<file path="src/rtl/ufm_hex_dump.sv">
// Byte-to-ASCII hex-dump formatter: turns (address, byte) pairs from the UFM reader
// into "AAAA: HH HH ... HH\r\n" lines, one character per UART handshake.
module ufm_hex_dump #(
  parameter int BYTES_PER_LINE = 16,
  parameter bit ADDR_PREFIX    = 1'b1
) (
  input  logic        clk,
  input  logic        rst,
  input  logic [7:0]  in_data,
  input  logic [14:0] in_addr,
  input  logic        in_valid,
  output logic        in_ready,
  output logic [7:0]  out_data,
  output logic        out_valid,
  input  logic        out_ready,
  output logic [7:0]  col
);

  typedef enum logic [2:0] {IDLE, PFX, HI, LO, SEP, CR, LF} state_t;

  localparam logic [7:0] LAST_COL = 8'(BYTES_PER_LINE - 1);

  state_t      state, state_d;
  logic [2:0]  sub, sub_d;
  logic [7:0]  col_d;
  logic [7:0]  out_data_d;
  logic        out_valid_d;
  logic        in_ready_d;
  logic [7:0]  byte_p0;
  logic [15:0] addr_p0;
  logic        take;
  logic        xfer;

  function automatic logic [7:0] hex_char(input logic [3:0] n);
    return (n < 4'd10) ? (8'h30 + {4'h0, n}) : (8'h37 + {4'h0, n});
  endfunction

  function automatic logic [7:0] pfx_char(input logic [15:0] a, input logic [2:0] idx);
    logic [7:0] c;
    case (idx)
      3'd0:    c = hex_char(a[15:12]);
      3'd1:    c = hex_char(a[11:8]);
      3'd2:    c = hex_char(a[7:4]);
      3'd3:    c = hex_char(a[3:0]);
      3'd4:    c = 8'h3A;
      default: c = 8'h20;
    endcase
    return c;
  endfunction

  assign take = (state == IDLE) && in_ready && in_valid;
  assign xfer = out_valid && out_ready;

  // Next-character logic: out_data always holds the character of the current state,
  // so each handshake loads the following one and emission runs back-to-back.
  always_comb begin
    state_d     = state;
    sub_d       = sub;
    col_d       = col;
    out_data_d  = out_data;
    out_valid_d = out_valid;
    in_ready_d  = in_ready;
    case (state)
      IDLE: begin
        in_ready_d = 1'b1;
        if (take) begin
          in_ready_d  = 1'b0;
          out_valid_d = 1'b1;
          if (ADDR_PREFIX && col == 8'd0) begin
            state_d    = PFX;
            sub_d      = 3'd0;
            out_data_d = pfx_char({1'b0, in_addr}, 3'd0);
          end else begin
            state_d    = HI;
            out_data_d = hex_char(in_data[7:4]);
          end
        end
      end
      PFX: if (xfer) begin
        if (sub == 3'd5) begin
          state_d    = HI;
          sub_d      = 3'd0;
          out_data_d = hex_char(byte_p0[7:4]);
        end else begin
          sub_d      = sub + 3'd1;
          out_data_d = pfx_char(addr_p0, sub + 3'd1);
        end
      end
      HI: if (xfer) begin
        state_d    = LO;
        out_data_d = hex_char(byte_p0[3:0]);
      end
      LO: if (xfer) begin
        if (col == LAST_COL) begin
          state_d    = CR;
          out_data_d = 8'h0D;
        end else begin
          state_d    = SEP;
          out_data_d = 8'h20;
        end
      end
      SEP: if (xfer) begin
        state_d     = IDLE;
        out_valid_d = 1'b0;
        in_ready_d  = 1'b1;
        col_d       = col + 8'd1;
      end
      CR: if (xfer) begin
        state_d    = LF;
        out_data_d = 8'h0A;
      end
      LF: if (xfer) begin
        state_d     = IDLE;
        out_valid_d = 1'b0;
        in_ready_d  = 1'b1;
        col_d       = 8'd0;
      end
      default: begin
        state_d     = IDLE;
        out_valid_d = 1'b0;
        in_ready_d  = 1'b0;
      end
    endcase
  end

  always_ff @(posedge clk) begin
    if (rst) begin
      state     <= IDLE;
      sub       <= 3'd0;
      col       <= 8'd0;
      out_data  <= 8'h00;
      out_valid <= 1'b0;
      in_ready  <= 1'b0;
    end else begin
      state     <= state_d;
      sub       <= sub_d;
      col       <= col_d;
      out_data  <= out_data_d;
      out_valid <= out_valid_d;
      in_ready  <= in_ready_d;
    end
  end

  // Capture stage: byte and address frozen for the whole emission of this byte.
  always_ff @(posedge clk) begin
    if (take) begin
      byte_p0 <= in_data;
      addr_p0 <= {1'b0, in_addr};
    end
  end

endmodule

</file>
<file path="config.mk">
export PLATFORM = sky130hd
export DESIGN_NAME = ufm_hex_dump
export DESIGN_NICKNAME = d
export VERILOG_FILES = /design/src/rtl/ufm_hex_dump.sv
export SDC_FILE = /design/constraint.sdc
export NUM_CORES = 1
export LEC_CHECK = 0
export BUFFER_PORTS_ARGS = -buffer_cell sky130_fd_sc_hd__buf_2
export CORE_ASPECT_RATIO = 1.4
export CORE_MARGIN = 2
export CORE_UTILIZATION = 45
export CTS_CLUSTER_SIZE = 16
export DETAILED_ROUTE_END_ITERATION = 8
export PLACE_DENSITY_LB_ADDON = 0.15
export RECOVER_POWER = 50
export SYNTH_ARGS = -nofsm -noshare
export SYNTH_HDL_FRONTEND = slang
export SYNTH_SLANG_ARGS = --single-unit
</file>
<file path="constraint.sdc">
create_clock -name clk -period 9.8 [get_ports clk]
set_input_delay 1.96 -clock clk [delete_from_list [all_inputs] [get_ports clk]]
set_output_delay 1.96 -clock clk [all_outputs]
set_load 0.02 [all_outputs]
</file>
# [Yosys cells after proc, flatten, opt, wreduce, memory -nomap -nowiden]
# Index checks and enable logic that the tools add are counted.
[totals] ff_bits=47 wordCells=116 output_inout_bits=18
[classes] n_lt_le_gt_ge=8 bitwise=1 n_reduce_logical=17 n_mux=42 n_eq_ne=22 add_sub_neg=18
[ops] cell="$add A6 B4 Y7 const A" n=12
[ops] cell="$mux W7" n=10
[ops] cell="$mux W8" n=7
[ops] cell="$pmux W8 S5" n=1
[ops] cell="$pmux W7 S5" n=1
[ops] cell="$mux W3" n=11
[ops] cell="$add A6 B3 Y7 const A" n=4
[ops] cell="$lt A4 B4 Y1 const B" n=6
[ops] cell="$pmux W3 S6" n=1
[ops] cell="$ne A2 B2 Y1 const B" n=8
[ops] cell="$pmux W8 S2" n=1
[ops] cell="$eq A3 B3 Y1 const B" n=5
[ops] cell="$eq A3 B2 Y1 const B" n=4
[ops] cell="$add A8 B1 Y8 const B" n=1
[ops] cell="$eq A8 B4 Y1 const B" n=1
[ops] cell="$logic_not A8 Y1" n=1
[ops] cell="$lt A3 B4 Y1 const B" n=2
[ops] cell="$reduce_and A7 Y1" n=1
[ops] cell="$eq A3 B1 Y1 const B" n=2
[ops] cell="$logic_not A3 Y1" n=2
[ops] cell="$mux W6" n=1
[ops] cell="$pmux W1 S3" n=2
[ops] cell="$pmux W3 S2" n=1
[ops] cell="$reduce_and A3 Y1" n=2
[ops] cell="other kinds (13)" n=21

# [Depth between registers and ports, before layout]
[logic_depth] depth_word=6 ltp_mapped=9

# [Least setup slack after synthesis]
# OpenSTA, ideal clock, no wires.
[synth_path] path_kind="input to register" from="input in_valid" to="register out_data[2]" required_ps=9660 setup_slack_ps=5347 stages=5 path_buffers=0 setup_ps=140 arrival_time_ps=4314 path_cell_list="nand2_1 -> nor4_2 -> a31oi_1 -> a2111oi_0 -> a211oi_1"
[synth_via] elab_chain_cells=3
[synth_lines] item="from (decl)" line="11" rtl="input logic in_valid,"
[synth_lines] item="$logic_and A1 B1 Y1" line="51" rtl="assign take = (state == IDLE) && in_ready && in_valid;"
[synth_lines] item="via take" line="31" rtl="logic take;"
[synth_lines] item="$ne A2 B2 Y1 (no source line)"
[synth_lines] item="$reduce_and A6 Y1 (no source line)"
[synth_lines] item="to (signal assigned)" line="138" rtl="out_data <= out_data_d;"
[synth_lines] item="to (decl)" line="13" rtl="output logic [7:0] out_data,"
# The timed path passes the listed nets, and every way through them passes these cells.
# A chain may end at the register's enable or synchronous reset.

# [Worst setup path after layout]
# Ends and elaborated chain as after synthesis.

==> flow_summary.yaml <==
clock_tree:
  h-tree-depth: 2
  tritoncts.num_buffers: 5
  post_cts_resized: 0
  postCtsHoldBufs: 0
  clock_tree.buffer_depth: 2
  cts_post_setup_buffers_inserted: 0
  tritoncts: "yes"
  clkLatencyLatePin_ps: 300
  clk_pin_slew_ps: 90
  cts.sinks: 46
  clock-root-buffer: "sky130_fd_sc_hd__clkbuf_8"
yosys:
  synth-adder-area-share: 0.0446
  mappedNetlistNets: 348
  synthXorXnorAreaFrac: 0.0374
  yosysSeqAreaShare: 0.410
  synthesis.instances: 311
  dominant_combinational_cell_family_by_area_after_synthesis: "simple AND/OR/NAND/NOR gates"
  syn_avg_cell_area_um2: 9.03
  yosysWarningCount: 0
  synth_compound_gate_area_share: 0.218
  muxShareOfSynthArea: 0.0160
  register_bit_count_reported_by_yosys: 46
  count_of_flip_flops_with_a_built_in_enable_after_synthesis: 23
  synth.largest_area_cell: "sky130_fd_sc_hd__edfxtp_1"
  synth_top_cells_by_count: "sky130_fd_sc_hd__a21oi_1, sky130_fd_sc_hd__o21ai_0, sky130_fd_sc_hd__nand2_1, sky130_fd_sc_hd__nor2_1"
  ys_dominant_reg_cell: "sky130_fd_sc_hd__edfxtp_1"
  postSynth.asyncResetShare: 0
  mappedNetlistArea_um2: 2810
  synth.distinct_cells: 59
  synth_top_cell_area_share: 0.246
  ys_top_cells_by_area: "sky130_fd_sc_hd__edfxtp_1, sky130_fd_sc_hd__dfxtp_1, sky130_fd_sc_hd__a21oi_1, sky130_fd_sc_hd__o21ai_0, sky130_fd_sc_hd__ha_1"
  synth_simple_gate_area_frac: 0.226
detailed_routing:
  ant_nets: 0
  routed_via_density: 5.86
  drt-wirelength-per-cell_um: 16.1
  detail_route.drc_violations: 0
  via_count: 2473
  postRouteWirelength_um: 6810
  drt_pre_antenna_iters: 4
  drt-initial-drc-count: 135
outcome:
  violations: "max-capacitance violations, max-slew violations"
  status: "complete, but fails checks"
timing:
  min_period_over_period: 0.436
  setup_viol: 0
  finalHoldViolCount: 0
  max_slew_headroom: -0.0214
  fmax_mhz: 234
  grt_setup_unrepaired: "false"
  finalClockSkew_ps: 4.82
  final_tns_setup_ps: 0
  tightestPinTransition_ps: 1530
  finalWorstPathRequiredPeriod_ps: 4280
  report.final.slew_viol_count: 29
  layout_setup_ws_ps: 5520
worst_setup_path:
  worst-path-max-fanout: 28
  worstPathArrival_ps: 4450
  cp.required_ps: 9970
  slowest_stage_delay_cp_ps: 1150
  crit_path_end_kind: "flop"
  cp_cell_sequence: "buf_2 > nand2_1 > nor4_1 > clkbuf_1 > a31oi_1 > a2111oi_0 > a211oi_1"
  setup.worst_path.class: "primary input to flop"
  critical_path.startpoint_type: "primary input"
  critical_path.slowest_cell: "sky130_fd_sc_hd__clkbuf_1"
power:
  clk_network_pwr_share: 0.329
  power_switching_w: 0.000112
  power.share.sequential: 0.529
  vdd_ir_drop_max_v: 0.0000891
  switching_share: 0.262
  power.static_leakage_nw: 1.21
  pwr_density_cell_nw_per_um2: 135
  pwr-share-comb: 0.142
  cellInternalPower_w: 0.000314
cells_and_area:
  flow.area_growth_from_synthesis_pct: 12.1
  ff_latch_area_um2: 1150
  postLayoutCoreUtil: 0.514
  post_route_cells_drive_above_1_share: 0.143
  multi_input_area_um2: 1520
  finalInstanceArea_um2: 3150
  num_antenna_cells: 0
  layout.nets: 386
  fillers: 635
  instances_no_fill: 422
min_path:
  holdCritPathClass: "flop to flop"
grt:
  overflow: 0
  grt_pass1_vias: 2486
  maximum_number_of_pins_on_one_net_before_global_route_repair: 29
  grt_first_pass_wirelength_um: 11600
  grt_use_total: 0.207
  antenna_found_initial: 0
die:
  chipHeight_um: 97.5
  die_area_um2: 6900
  initial_utilization: 0.458
  core_region_area_um2: 6130
  boundaryPins: 45
  die-width_um: 70.8
  placement_rows: 34
place:
  post-place-ws_ps: 6160
  placed_instance_count: 414
  number_of_buffers_added_on_ports: 43
  detailed_place_hpwl_um: 5130
  gp_congestion: 0.912
  placement.cell_area_um2: 3070
flow_run:
  maxCapViolCount: 1
==> final timing paths <==
| kind | from | to | slack (ps) | cells after the start |
|---|---|---|---|---|
| hold reg to reg | out_data[3]$_SDFFE_PP0P_ | out_data[3]$_SDFFE_PP0P_ | 500 | 2 |
| setup reg to reg | state[1]$_SDFFE_PP0P_ | out_data[2]$_SDFFE_PP0P_ | 6640 | 5 |
| hold / removal | out_data[3]$_SDFFE_PP0P_ | out_data[3]$_SDFFE_PP0P_ | 500 | 2 |
| setup / recovery | in_valid | out_data[2]$_SDFFE_PP0P_ | 5520 | 7 |
==> cell families (layout without fill, tap and decap cells) <==
kind of cell               count (synthesis)  in the layout
and+or+nand+nor                          111            111
AOI/OAI and AO/OA                         96             96
DFF                                       46             46
buffers and inverters                     31             70
xor gates and xnor gates                  12             12
adders and majority gates                 10             10
muxes                                      4              4
other                                      1              1
==> per-layer routing <==
layer  global-route usage  share of wire  vias to the layer above  wire, um
met3               0.0373          0.035                       17       239
li1                     -              -                     1232         -
met1                0.253           0.42                     1172      2880
met5                    0              0                        -         0
met2                0.349           0.52                       52      3510
met4               0.0914          0.025                        0       171
==> cell usage in the layout (no fill, tap or decap), types with 4 or more instances in the layout <==
cell	n
sky130_fd_sc_hd__buf_2	34
sky130_fd_sc_hd__a211oi_1	5
sky130_fd_sc_hd__o21ai_0	26
sky130_fd_sc_hd__nor3_1	4
sky130_fd_sc_hd__a21oi_1	26
sky130_fd_sc_hd__edfxtp_1	23
sky130_fd_sc_hd__nand4_1	7
sky130_fd_sc_hd__nor3b_1	4
sky130_fd_sc_hd__nand2_1	24
sky130_fd_sc_hd__inv_1	18
sky130_fd_sc_hd__and4b_1	7
sky130_fd_sc_hd__xor2_1	4
sky130_fd_sc_hd__dfxtp_1	23
sky130_fd_sc_hd__xnor2_1	8
sky130_fd_sc_hd__nor2_1	24
sky130_fd_sc_hd__and2_1	4
sky130_fd_sc_hd__ha_1	10
sky130_fd_sc_hd__a22o_1	4
sky130_fd_sc_hd__nand3_1	5
sky130_fd_sc_hd__o211ai_1	5
sky130_fd_sc_hd__clkbuf_1	11
sky130_fd_sc_hd__clkbuf_8	5
sky130_fd_sc_hd__a311oi_1	6
sky130_fd_sc_hd__nor2b_1	7
==> sequential cells by signal, indices dropped and copies added, names as in the netlist <==
signal,flops
addr_p0,15
byte_p0,8
col,8
in_ready,1
out_data,7
out_valid,1
state,3
sub,3
==> final cells by class <==
| class | instances | area share |
|---|---|---|
| sequential | 46 | 0.366 |
| clock buffer | 6 | 0.0231 |
| timing repair buffer | 44 | 0.0660 |
| inverter | 18 | 0.0215 |
| multi-input combinational | 234 | 0.483 |
| tap | 72 | 0.0286 |
| clock inverter | 2 | 0.0119 |
==> critical path: cells and delay by family <==
family,cells,cell delay (ps)
AO/OA/AOI/OAI,3,1000
AND/OR/NAND/NOR,2,260
buffers and inverters,2,1230
==> power groups by stage <==
| stage | Clock [W] | Combinational [W] | Sequential [W] |
|---|---|---|---|
| 3_3_place_gp | 0 | 0.0000603 | 0.000229 |
| 2_1_floorplan | 0 | 0.0000391 | 0.000229 |
| 5_1_grt | 0.000151 | 0.0000678 | 0.000227 |
| 6_report | 0.000140 | 0.0000603 | 0.000225 |
| 4_1_cts | 0.000143 | 0.0000619 | 0.000225 |
| 3_5_place_dp | 0 | 0.0000613 | 0.000229 |
==> stage by stage <==
| step | total power (W) | hold WS [ps] |
|---|---|---|
| 2_1_floorplan | 0.000268 | 503 |
| 3_3_place_gp | 0.000289 | 496 |
| 3_5_place_dp | 0.000290 | 471 |
| 4_1_cts | 0.000429 | 500 |
| 5_1_grt | 0.000446 | 545 |
| 6_report | 0.000425 | 503 |
Note: power is estimated with default switching activity, not from simulation.
